`src/rtl/mem_access_pkg.sv`:
```
// Shared state encoding and size codes for the load/store sequencer.
package mem_access_pkg;

    typedef enum logic [2:0] {
        S_IDLE      = 3'd0,
        S_ADDR      = 3'd1,
        S_RD_WAIT   = 3'd2,
        S_MDR_LATCH = 3'd3,
        S_LOAD_WB   = 3'd4,
        S_STORE_WR  = 3'd5,
        S_ERR       = 3'd6
    } state_t;

    localparam logic [1:0] SZ_BYTE = 2'b00;
    localparam logic [1:0] SZ_HALF = 2'b01;
    localparam logic [1:0] SZ_WORD = 2'b10;
    localparam logic [1:0] SZ_ILL  = 2'b11;

    function automatic logic bad_access(
        input logic [1:0] sz,
        input logic [1:0] lo,
        input logic       chk
    );
        return (sz == SZ_ILL)
            || (chk && sz == SZ_HALF && lo[0])
            || (chk && sz == SZ_WORD && lo != 2'b00);
    endfunction

endpackage

```
`src/rtl/mem_access_ctrl_wait_counter.sv`:
```
// Read-latency wait counter; tc marks the last wait cycle.
module wait_counter
    import mem_access_pkg::*;
#(
    parameter int MEM_LATENCY = 1
) (
    input  logic clk,
    input  logic reset,
    input  logic clr,
    input  logic en,
    output logic tc
);
    localparam int W   = (MEM_LATENCY < 1) ? 1 : $clog2(MEM_LATENCY + 1);
    localparam int TCI = (MEM_LATENCY < 1) ? 0 : MEM_LATENCY - 1;
    localparam logic [W-1:0] TCV = W'(TCI);

    logic [W-1:0] cnt;

    always_ff @(posedge clk) begin
        if (reset || clr)
            cnt <= '0;
        else if (en)
            cnt <= cnt + W'(1);
    end

    assign tc = (cnt == TCV);

endmodule

```
`src/rtl/mem_access_ctrl.sv`:
```
// Load/store sequencer: memory wait states, sub-word RMW stores, alignment check.
module mem_access_ctrl
    import mem_access_pkg::*;
#(
    parameter int MEM_LATENCY = 1,
    parameter int CHECK_ALIGN = 1,
    parameter int ADDR_W      = 32
) (
    input  logic              clk,
    input  logic              reset,
    input  logic              start,
    input  logic              is_store,
    input  logic [1:0]        size,
    input  logic [ADDR_W-1:0] addr,
    output logic              busy,
    output logic              done,
    output logic              align_err,
    output logic              mem_addr_sel,
    output logic              memrw,
    output logic              mdrwrite,
    output logic              regwrite,
    output logic [1:0]        lscontrol,
    output logic [1:0]        sscontrol,
    output logic [1:0]        addr_lo
);
    state_t state;
    logic   st_r;
    logic   tc;
    logic   in_wait;
    logic   unused_addr;

    // Upper address bits travel on the ALUOut path, not through this block.
    assign unused_addr = ^addr[ADDR_W-1:2];
    assign in_wait     = (state == S_RD_WAIT);

    wait_counter #(.MEM_LATENCY(MEM_LATENCY)) u_wait (
        .clk   (clk),
        .reset (reset),
        .clr   (in_wait && tc),
        .en    (in_wait),
        .tc    (tc)
    );

    // Outputs are set for the state being entered, so they are registered.
    always_ff @(posedge clk) begin
        if (reset) begin
            state        <= S_IDLE;
            st_r         <= 1'b0;
            busy         <= 1'b0;
            done         <= 1'b0;
            align_err    <= 1'b0;
            mem_addr_sel <= 1'b0;
            memrw        <= 1'b0;
            mdrwrite     <= 1'b0;
            regwrite     <= 1'b0;
            lscontrol    <= 2'b00;
            sscontrol    <= 2'b00;
            addr_lo      <= 2'b00;
        end else begin
            done         <= 1'b0;
            align_err    <= 1'b0;
            mem_addr_sel <= 1'b0;
            memrw        <= 1'b0;
            mdrwrite     <= 1'b0;
            regwrite     <= 1'b0;
            unique case (state)
                S_IDLE: begin
                    if (start) begin
                        st_r      <= is_store;
                        lscontrol <= size;
                        sscontrol <= size;
                        addr_lo   <= addr[1:0];
                        busy      <= 1'b1;
                        if (bad_access(size, addr[1:0], CHECK_ALIGN != 0)) begin
                            state     <= S_ERR;
                            align_err <= 1'b1;
                        end else begin
                            state        <= S_ADDR;
                            mem_addr_sel <= 1'b1;
                        end
                    end
                end
                S_ADDR: begin
                    mem_addr_sel <= 1'b1;
                    if (st_r && lscontrol == SZ_WORD) begin
                        state <= S_STORE_WR;
                        memrw <= 1'b1;
                        done  <= 1'b1;
                    end else if (MEM_LATENCY == 0) begin
                        state    <= S_MDR_LATCH;
                        mdrwrite <= 1'b1;
                    end else begin
                        state <= S_RD_WAIT;
                    end
                end
                S_RD_WAIT: begin
                    mem_addr_sel <= 1'b1;
                    if (tc) begin
                        state    <= S_MDR_LATCH;
                        mdrwrite <= 1'b1;
                    end
                end
                S_MDR_LATCH: begin
                    done <= 1'b1;
                    if (st_r) begin
                        state        <= S_STORE_WR;
                        mem_addr_sel <= 1'b1;
                        memrw        <= 1'b1;
                    end else begin
                        state    <= S_LOAD_WB;
                        regwrite <= 1'b1;
                    end
                end
                S_LOAD_WB, S_STORE_WR, S_ERR: begin
                    state <= S_IDLE;
                    busy  <= 1'b0;
                end
                default: begin
                    state <= S_IDLE;
                    busy  <= 1'b0;
                end
            endcase
        end
    end

endmodule

```
`config.mk`:
```
export PLATFORM = sky130hd
export DESIGN_NAME = mem_access_ctrl
export DESIGN_NICKNAME = d
export VERILOG_FILES = /design/src/rtl/mem_access_pkg.sv /design/src/rtl/mem_access_ctrl_wait_counter.sv /design/src/rtl/mem_access_ctrl.sv
export SDC_FILE = /design/constraint.sdc
export NUM_CORES = 1
export LEC_CHECK = 0
export CELL_PAD_IN_SITES_DETAIL_PLACEMENT = 0
export CELL_PAD_IN_SITES_GLOBAL_PLACEMENT = 1
export CORE_MARGIN = 8
export CORE_UTILIZATION = 22
export CTS_CLUSTER_SIZE = 20
export DETAILED_ROUTE_END_ITERATION = 10
export GPL_TIMING_DRIVEN = 0
export PLACE_DENSITY_LB_ADDON = 0.1
export SYNTH_ARGS = -nofsm -noshare
export SYNTH_HDL_FRONTEND = slang
export SYNTH_HIERARCHICAL = 1
export SYNTH_SLANG_ARGS = --single-unit
```
`constraint.sdc`:
```
create_clock -name clk -period 1.85 [get_ports clk]
set_input_delay 0.555 -clock clk [delete_from_list [all_inputs] [get_ports clk]]
set_output_delay 0.555 -clock clk [all_outputs]
set_load 0.005 [all_outputs]
```
## Yosys cells after proc, flatten, opt, wreduce, memory -nomap -nowiden

Cells that the tools add are included.

| storage, ports and cells | value |
|---|---|
| bits in registers | 16 |
| input bits | 38 |
| output and inout bits | 13 |
| word-level logic and storage cells | 63 |

| operators by class | value |
|---|---|
| add/subtract/negate cells | 1 |
| eq/ne operators | 9 |
| multiplexer cells | 18 |
| bitwise operators | 6 |
| reduce and logical (&&, ||, !) cells | 17 |

Operator list:

| cell | number |
|---|---|
| 3-bit 2-to-1 mux | 4 |
| 3-bit case mux with 4 select lines | 1 |
| 1-bit 2-to-1 mux | 9 |
| 2-bit == test, second input constant | 3 |
| 3-bit by 2-bit == test with 1-bit output, second input constant | 2 |
| 1-bit inverter | 6 |
| 1-bit case mux with 2 select lines | 3 |
| 2-bit AND reduction | 3 |
| 2-bit OR reduction | 3 |
| 3-bit OR reduction | 2 |
| 1-bit logical AND | 4 |
| 2-bit inequality test, second input constant | 2 |
| 3-bit by 1-bit == test with 1-bit output, second input constant | 1 |
| 3-bit zero test | 1 |
| 1-bit logical OR | 3 |
| 1-bit case mux with 3 select lines | 1 |
| 2-bit by 1-bit == test with 1-bit output, second input constant | 1 |
| 2-bit nonzero test | 1 |
| 1-bit adder, second input constant | 1 |

## Depth between registers and ports, before layout

Gate-level depths: netlist (run 1).

| depth | value |
|---|---|
| depth after elaboration | 7 |
| mapped depth | 5 |
| mapped depth without buffers | 4 |

## Hierarchy

Netlist (run 1), hierarchy kept.

Modules (own cells, without submodules):

| module | times used | cells each | area each (um^2) |
|---|---|---|---|
| mem_access_ctrl | 1 | 61 | 630.6 |
| wait_counter | 1 | 4 | 42.5 |

## Worst setup path after synthesis (run 1)

OpenSTA, ideal clock, no wires.

| timing | value |
|---|---|
| path type | input -> register |
| start | input port start |
| end | register mem_addr_sel |
| setup time | 70 ps |
| arrival | 1405 ps |
| setup slack | 375 ps |
| stages | 4 |
| path buffers | 1 |
| cells stage by stage | or4b_4 > buf_6 > o21bai_1 > a21boi_1 |

| on the way | value |
|---|---|
| longest elaborated chain between the ends | 2 |

Ends and longest elaborated chain:

| item | RTL line | RTL |
|---|---|---|
| start: declaration | mem_access_ctrl.sv:11 | `input logic start,` |
| 1-bit 2-to-1 mux | mem_access_ctrl.sv:68 | `if (start) begin` |
| 1-bit case mux with 3 select lines | mem_access_ctrl.sv:66 | `unique case (state)` |
| end signal: assignment | mem_access_ctrl.sv:62 | `mem_addr_sel <= 1'b0;` |
| end signal: assignment | mem_access_ctrl.sv:79 | `mem_addr_sel <= 1'b1;` |
| end signal: assignment | mem_access_ctrl.sv:84 | `mem_addr_sel <= 1'b1;` |
| end: declaration | mem_access_ctrl.sv:18 | `output logic mem_addr_sel,` |

No other way between the ends.
A chain may end at the register's enable or synchronous reset.

## Worst setup path in the final report (run 1)

| timing | value |
|---|---|
| start | register sscontrol[0] |
| end | output port sscontrol[0] |

RTL lines:

| item | RTL line | RTL |
|---|---|---|
| start: declaration | mem_access_ctrl.sv:23 | `output logic [1:0] sscontrol,` |
| start signal: assignment | mem_access_ctrl.sv:71 | `sscontrol <= size;` |

No word-level cell between the ends.

==> results.md, run 1 <==
- Grt total ovfl: 0
- Post-CTS Setup Inserts: 0
- Adder-cell area share of the yosys netlist: 0%
- ANT nets after route: 0
- Xor/xnor cell area share of the yosys netlist: 1.301%
- Endpoints failing setup: 0
- Leakage: 0.3889 nW
- Power Density: 862.4 nW/um^2
- Post-synthesis compound-gate area fraction: 11.71%
- Worst reg2reg path startpoint: state[0]
- Met1 Resource Use GR: 7.080%
- Total GRT Usage: 6.409%
- Worst hold margin: 0.4812 ns
- 1st-iter DRT viols: 1
- Initial antenna violation count: 0
- Inserted Diodes: 0
- Yosys reg bits: 16
- Max_slew headroom: 65.55%
- Post-DP HPWL: 1173 um
- Maximum VDD drop: 0.0004696 V
- Initial Util: 22.61%
- Worst setup path end: sscontrol[0]
- CP Class: register to output port
- Maximum fanout along the worst path: 5
- Clock skew: 0.008675 ns
- M2 GR Usage: 10.31%
- Root Buffer: clkbuf_4
- Core Region: 2978 sq um
- Setup slack, reg-to-reg: 0.34 ns
- Routed vias/inst: 4.410
- Layer with the highest usage: met2
- I/O pins: 51
- Cell Area, Synth: 673.1 sq um
- Warnings, synthesis: 6
- Die H: 71.32 um
- Min-Delay Path Class: register to register
- Max stage delay on crit path: 0.49 ns
- Slowest cell on crit path: clkdlybuf4s50_1
- DRT Pass-1 Iters: 2
- # fillers: 307
- Worst R2R Path Depth: 5
- Cell Count, Final, Fillers Out: 122
- Synth Area in Simple Gates: 23.05%
- DRC viols: 0
- Reg clk slew, reported paths: 0.11 ns
- RSZ-0062 raised after global routing: false
- Final TNS setup: 0 ns
- Status: finished, final reports clean
- CP required: 1.29 ns
- Fmax: 554.7 MHz
- Synth Area per Inst: 10.36 sq um
- CTS max path bufs: 2
- DIE AREA: 5086 sq um
- Num CTS Buffers: 3
- Critical path capture point type: output port
- Main combinational cell family by area after synthesis: simple AND/OR/NAND/NOR gates
- CTS tree: yes
- Mux cell area share after synthesis: 8.922%
- Placed cell count: 118
- Total wire length: 1588 um
- Critical Path Source Type: register
- Crit path launch: sscontrol[0]
- Maxcap violations: 0
- DR vias: 538
- Site Rows: 20
- Die W: 71.32 um
- Number of global-route vias before repair: 529
- Syn nets: 103
- CP arrival: 1.25 ns
- Wire per inst: 13.02 um
- Final worst path period share: 97.46%
- Seq/Total Area, Yosys: 47.58%
- Endpoints failing hold: 0
- CTS Sinks: 16
- Largest net degree at the start of global routing: 11
- Placer Congestion: 0.6611
- Fraction of layout cells with a size suffix above 1: 15.73%
- Post-Synthesis Cells: 65
- Htree depth: 1
- Worst-Skew Late Latency: 0.29 ns
- Slew Limit Fails: 0
- Syn-to-layout area delta: 42.38%
- First-pass GRT wire length: 2580 um
- CTS hold repair buffers: 0
- Yosys cell types: 28
- PortBufs: 20
- GR Layer Usage met3: 3.347%
- Nets: 128
- Worst-path cell chain: buf_4 > clkdlybuf4s50_1
- Crit path time final: 1.803 ns
- Reg2reg end: mem_addr_sel
- Tightest Pin Transition: 0.5167 ns
==> layout make-up <==
| type | instances | area (sq um) | area share, % |
|---|---|---|---|
| Tap cell | 33 | 41.29 | 4.308 |
| Multi-Input combinational cell | 42 | 302.8 | 31.59 |
| Buffer | 6 | 46.29 | 4.830 |
| Sequential cell | 16 | 327.8 | 34.20 |
| Inverter | 1 | 3.754 | 0.3916 |
| Timing Repair Buffer | 20 | 200.2 | 20.89 |
| Clock buffer | 4 | 36.28 | 3.786 |
==> metal layers <==
layer	share of wire, %	wire length, um
met1	47	754
met2	44	704
met3	7.2	114
met4	0.88	14
met5	0	0
==> report_power, final <==
group          switching, mW  internal, mW  total (mW)
clock network          0.118         0.120       0.238
registers             0.0184         0.376       0.394
logic                 0.0781         0.117       0.195
total                  0.215         0.612       0.827
==> Yosys cell counts <==
master	n	area share (%)
a21boi_1	1	1.1
a21oi_1	2	1.5
and2_1	1	0.93
and3b_1	1	1.3
buf_2	1	0.74
buf_4	2	2.2
buf_6	2	3.3
clkbuf_1	1	0.56
dfxtp_1	16	48
inv_1	1	0.56
mux2i_1	6	8.9
nand2b_1	1	0.93
nand3b_1	1	1.1
nor2_1	6	3.3
nor2b_1	2	1.9
nor3_1	4	3.0
nor3_2	2	3.0
nor3b_1	2	2.2
nor4_1	1	0.93
o2111a_1	1	1.7
o21a_1	2	2.2
o21ai_0	2	1.5
o21bai_1	2	2.2
o311a_1	1	1.5
or3b_1	1	1.3
or4_1	1	1.1
or4b_4	1	2.0
xnor2_1	1	1.3
==> registers in the layout (all words and copies together), names as in the netlist <==
name,count
mdrwrite,1
u_wait/cnt,1
addr_lo,2
busy,1
regwrite,1
mem_addr_sel,1
st_r,1
memrw,1
done,1
state,3
sscontrol,2
align_err,1
==> repair_timing <==
action,CTS,global route
setup endpoints to repair,2,2
pin swaps,0,0
gates resized for setup,2,2
==> cells by family (layout without fill, tap and decap cells) <==
| group | after synthesis | count (layout) |
|---|---|---|
| buffers and inverters | 7 | 31 |
| and+or+nand+nor | 24 | 24 |
| xor gates and xnor gates | 1 | 1 |
| AOI/OAI and AO/OA | 11 | 11 |
| muxes | 6 | 6 |
| DFF | 16 | 16 |
==> stage by stage <==
| step | util (%) | setup WS (ns) | instance area (sq um) | power, mW |
|---|---|---|---|---|
| 6_report | 32.18 | 0.04707 | 958.4 | 0.8265 |
| 5_1_grt | 32.18 | 0.002122 | 958.4 | 0.8710 |
| 4_1_cts | 32.02 | 0.02227 | 953.4 | 0.8425 |
| 3_5_place_dp | 30.71 | -0.2448 | 914.6 | 0.6011 |
| 3_3_place_gp | 30.71 | -0.2331 | 914.6 | 0.6014 |
| 2_1_floorplan | - | 0.3749 | 673.1 | 0.5154 |
==> worst min-delay path by stage <==
stage                     endpoint  cells past startpoint  from
after floorplan               busy                      2  busy
after detailed placement      busy                      2  busy
after global placement        busy                      2  busy
after CTS                     busy                      2  busy
final                         busy                      2  busy
after global routing          busy                      2  busy
==> critical path: cells and delay by family (launching register included) <==
family,cells,cell delay (ns)
flops,1,0.38
buf+inv,2,0.59
==> cells in the final DEF, fill, tap and decap left out <==
cell              n
or4_1             1
a21oi_1           2
mux2i_1           6
or3b_1            1
xnor2_1           1
nor3_2            2
nand3b_1          1
nand2b_1          1
clkbuf_1          1
nor2b_1           2
o2111a_1          1
dfxtp_4           2
o21a_1            2
o21bai_1          2
or4b_4            1
o21ai_0           2
buf_6             2
and3b_1           1
dfxtp_1          14
nor3_1            4
inv_1             1
nor4_1            1
buf_4             2
clkbuf_8          1
clkdlybuf4s50_1  20
clkbuf_4          3
buf_2             1
a21boi_1          1
and2_1            1
nor2_1            6
nor3b_1           2
o311a_1           1
Note: power is estimated with default switching activity, not from simulation.
==> run 2, diff against run 1 <==
- HOLD_SLACK_MARGIN: not set -> 0.03
- clock period: 1.85 -> 1.69 ns (I/O delays scaled with it)
==> results.md, run 2 (same netlist as run 1, synthesis figures left out) <==
- Status: finished, final reports clean
- Endpoints failing hold: 0 (unchanged)
- Grt total ovfl: 0 (unchanged)
- Commonest non-fill, non-tap cells in the layout: clkdlybuf4s50_1, dfxtp_1, nor2_1, mux2i_1, buf_4
- Fmax: 609.8 MHz
- Worst hold margin: 0.4772 ns (-0.004042 ns)
- Worst-path cell chain: clkdlybuf4s50_1
- Leakage: 0.4398 nW (+13%)
- CTS hold repair buffers: 0 (unchanged)
- Hold worst-path end: busy
- Comb pwr share: 23.9% (+0.3 points)
- Slowest cell on crit path: clkdlybuf4s50_1
- CP Buf/Inv Count: 1 (-1)
- Max_slew headroom: 65.76% (+0.21 points)
- Hold_sp: busy
- Nets: 130 (+1.6%)
- Tightest Pin Transition: 0.5136 ns (-0.003171 ns)
- Core Region: 2978 sq um (unchanged)
- Initial Util: 22.61% (unchanged)
- Maxcap violations: 0 (unchanged)
- Total GRT Usage: 6.524% (+0.12 points)
- Reg with most FFs: state
- Slew Limit Fails: 0 (unchanged)
- Critical Path Source Type: register
- Maximum fanout along the worst path: 3 (-2)
- Worst reg2reg path startpoint: state[0]
- Setup slack, reg-to-reg: 0.20 ns (-0.14 ns)
- Hold Path Stages: 2 (unchanged)
- ANT nets after route: 0 (unchanged)
- Post-DP HPWL: 1173 um (unchanged)
- DRT Pass-1 Iters: 3 (+1)
- Die W: 71.32 um (unchanged)
- Clock skew: 0.009945 ns (+0.001271 ns)
- Die H: 71.32 um (unchanged)
- Final worst path period share: 97.04%
- Max reg flops: 3 (unchanged)
- Crit path depth: 1 (-1)
- Dpl ws: -0.3568 ns (-0.1120 ns)
- Worst-Skew Late Latency: 0.29 ns (about the same)
- Flip-flop and latch area: 325.3 sq um (-0.76%)
- Maximum VDD drop: 0.0005135 V (+9.3%)
- Final TNS setup: 0 ns (unchanged)
- Inserted Diodes: 0 (unchanged)
- PortBufs: 20 (unchanged)
- Total power: 908.2 uW (+9.9%)
- CTS max path bufs: 2 (unchanged)
- Min-Delay Path Class: register to register
- Site Rows: 20 (unchanged)
- Largest net degree at the start of global routing: 11 (unchanged)
- Placed cell count: 118 (unchanged)
- P_int: 672.2 uW (+9.9%)
- Endpoints failing setup: 0 (unchanged)
- Switching part of the total power: 25.99% (about the same)
- Critical path capture point type: output port
- Number of global-route vias before repair: 543 (+2.6%)
- Root Buffer: clkbuf_4
- # fillers: 310 (+0.98%)
- Reg clk slew, reported paths: 0.11 ns (about the same)
- Post-route cell area: 970.9 sq um (+1.3%)
- Syn-to-layout area delta: 44.24%
- Area of the multi-input gates: 302.8 sq um (unchanged)
- DR vias: 546 (+1.5%)
- DRC viols: 0 (unchanged)
- Post-DP Area: 914.6 sq um (unchanged)
- RSZ-0062 raised after global routing: false
- DIE AREA: 5086 sq um (unchanged)
- CP Class: register to output port
- First-pass GRT wire length: 2635 um (+2.1%)
- Cell Count, Final, Fillers Out: 124 (+1.6%)
- Top Registers: state (3), addr_lo (2), sscontrol (2)
- Final core occ: 32.61% (+0.42 points)
- Seq pwr share: 47.5% (-0.2 points)
- Most common cell after layout, fill and taps aside: clkdlybuf4s50_1
- Delay-heaviest family, CP: buffers and inverters
- Crit path time final: 1.640 ns
- Reg2reg end: mem_addr_sel
- Htree depth: 1 (unchanged)
- Total wire length: 1584 um (-0.25%)
- Initial antenna violation count: 0 (unchanged)
- Fraction of layout cells with a size suffix above 1: 20.88% (+5.1 points)
- Net load switching power: 236.0 uW (+10%)
- CP required: 1.18 ns (-0.11 ns)
- I/O pins: 51 (unchanged)
- Power Density: 935.4 nW/um^2 (+8.5%)
- Num CTS Buffers: 3 (unchanged)
- CP arrival: 1.13 ns (-0.12 ns)
- CTS tree: yes
- Placer Congestion: 0.6611 (unchanged)
- CTS Sinks: 16 (unchanged)
- Worst R2R Path Depth: 5 (unchanged)
- Post-route setup slack: 0.05005 ns (+0.002983 ns)
- 1st-iter DRT viols: 2 (+1)
- Clock power share: 28.7% (about the same)
- Routed vias/inst: 4.403 (-0.15%)
- Wire per inst: 12.77 um (-1.9%)
- Max stage delay on crit path: 0.49 ns (about the same)
-- run 2: worst max-delay path by stage --
stage,to,slack [ns],from
final,lscontrol[1],0.05,sscontrol[1]
after detailed placement,mem_addr_sel,-0.36,start
after global placement,mem_addr_sel,-0.35,start
after floorplan,mem_addr_sel,0.26,start
after CTS,busy,0.03,busy
after global routing,lscontrol[1],0.0004,sscontrol[1]
-- run 2: cell type report --
| cell class | instances | area share, % |
|---|---|---|
| inverters | 1 | 0.3866 |
| clock buffers | 4 | 3.737 |
| plain buffers | 6 | 4.768 |
| well taps | 33 | 4.253 |
| repair buffers | 22 | 22.16 |
| flip-flops and latches | 16 | 33.51 |
| multi-input cells | 42 | 31.19 |
-- run 2: tightest hold or removal path, cell delays in order (launching register included) --
cell	delay, ns
dfxtp_2	0.33
nand2b_1	0.06
a21oi_1	0.06
-- run 2: power by group through the flow --
stage	clock [mW]	sequential (mW)	combinational, mW
floorplan	0	0.440	0.125
global placement	0	0.440	0.218
detailed placement	0	0.441	0.217
CTS	0.272	0.431	0.223
global route	0.282	0.437	0.238
finish	0.260	0.431	0.217
-- run 2: what timing repair did --
action                     4_1_cts  5_1_grt
pin swaps                        1        0
resized for setup                5        4
setup endpoints to repair        5        4
setup buffers                    2        0
-- run 2: per-layer routing --
layer	track usage (%)	up-vias	wire length, um
li1	-	281	-
met1	7.241	252	765
met2	10.51	11	694
met3	3.347	2	104
met4	2.079	0	19
met5	0	-	0
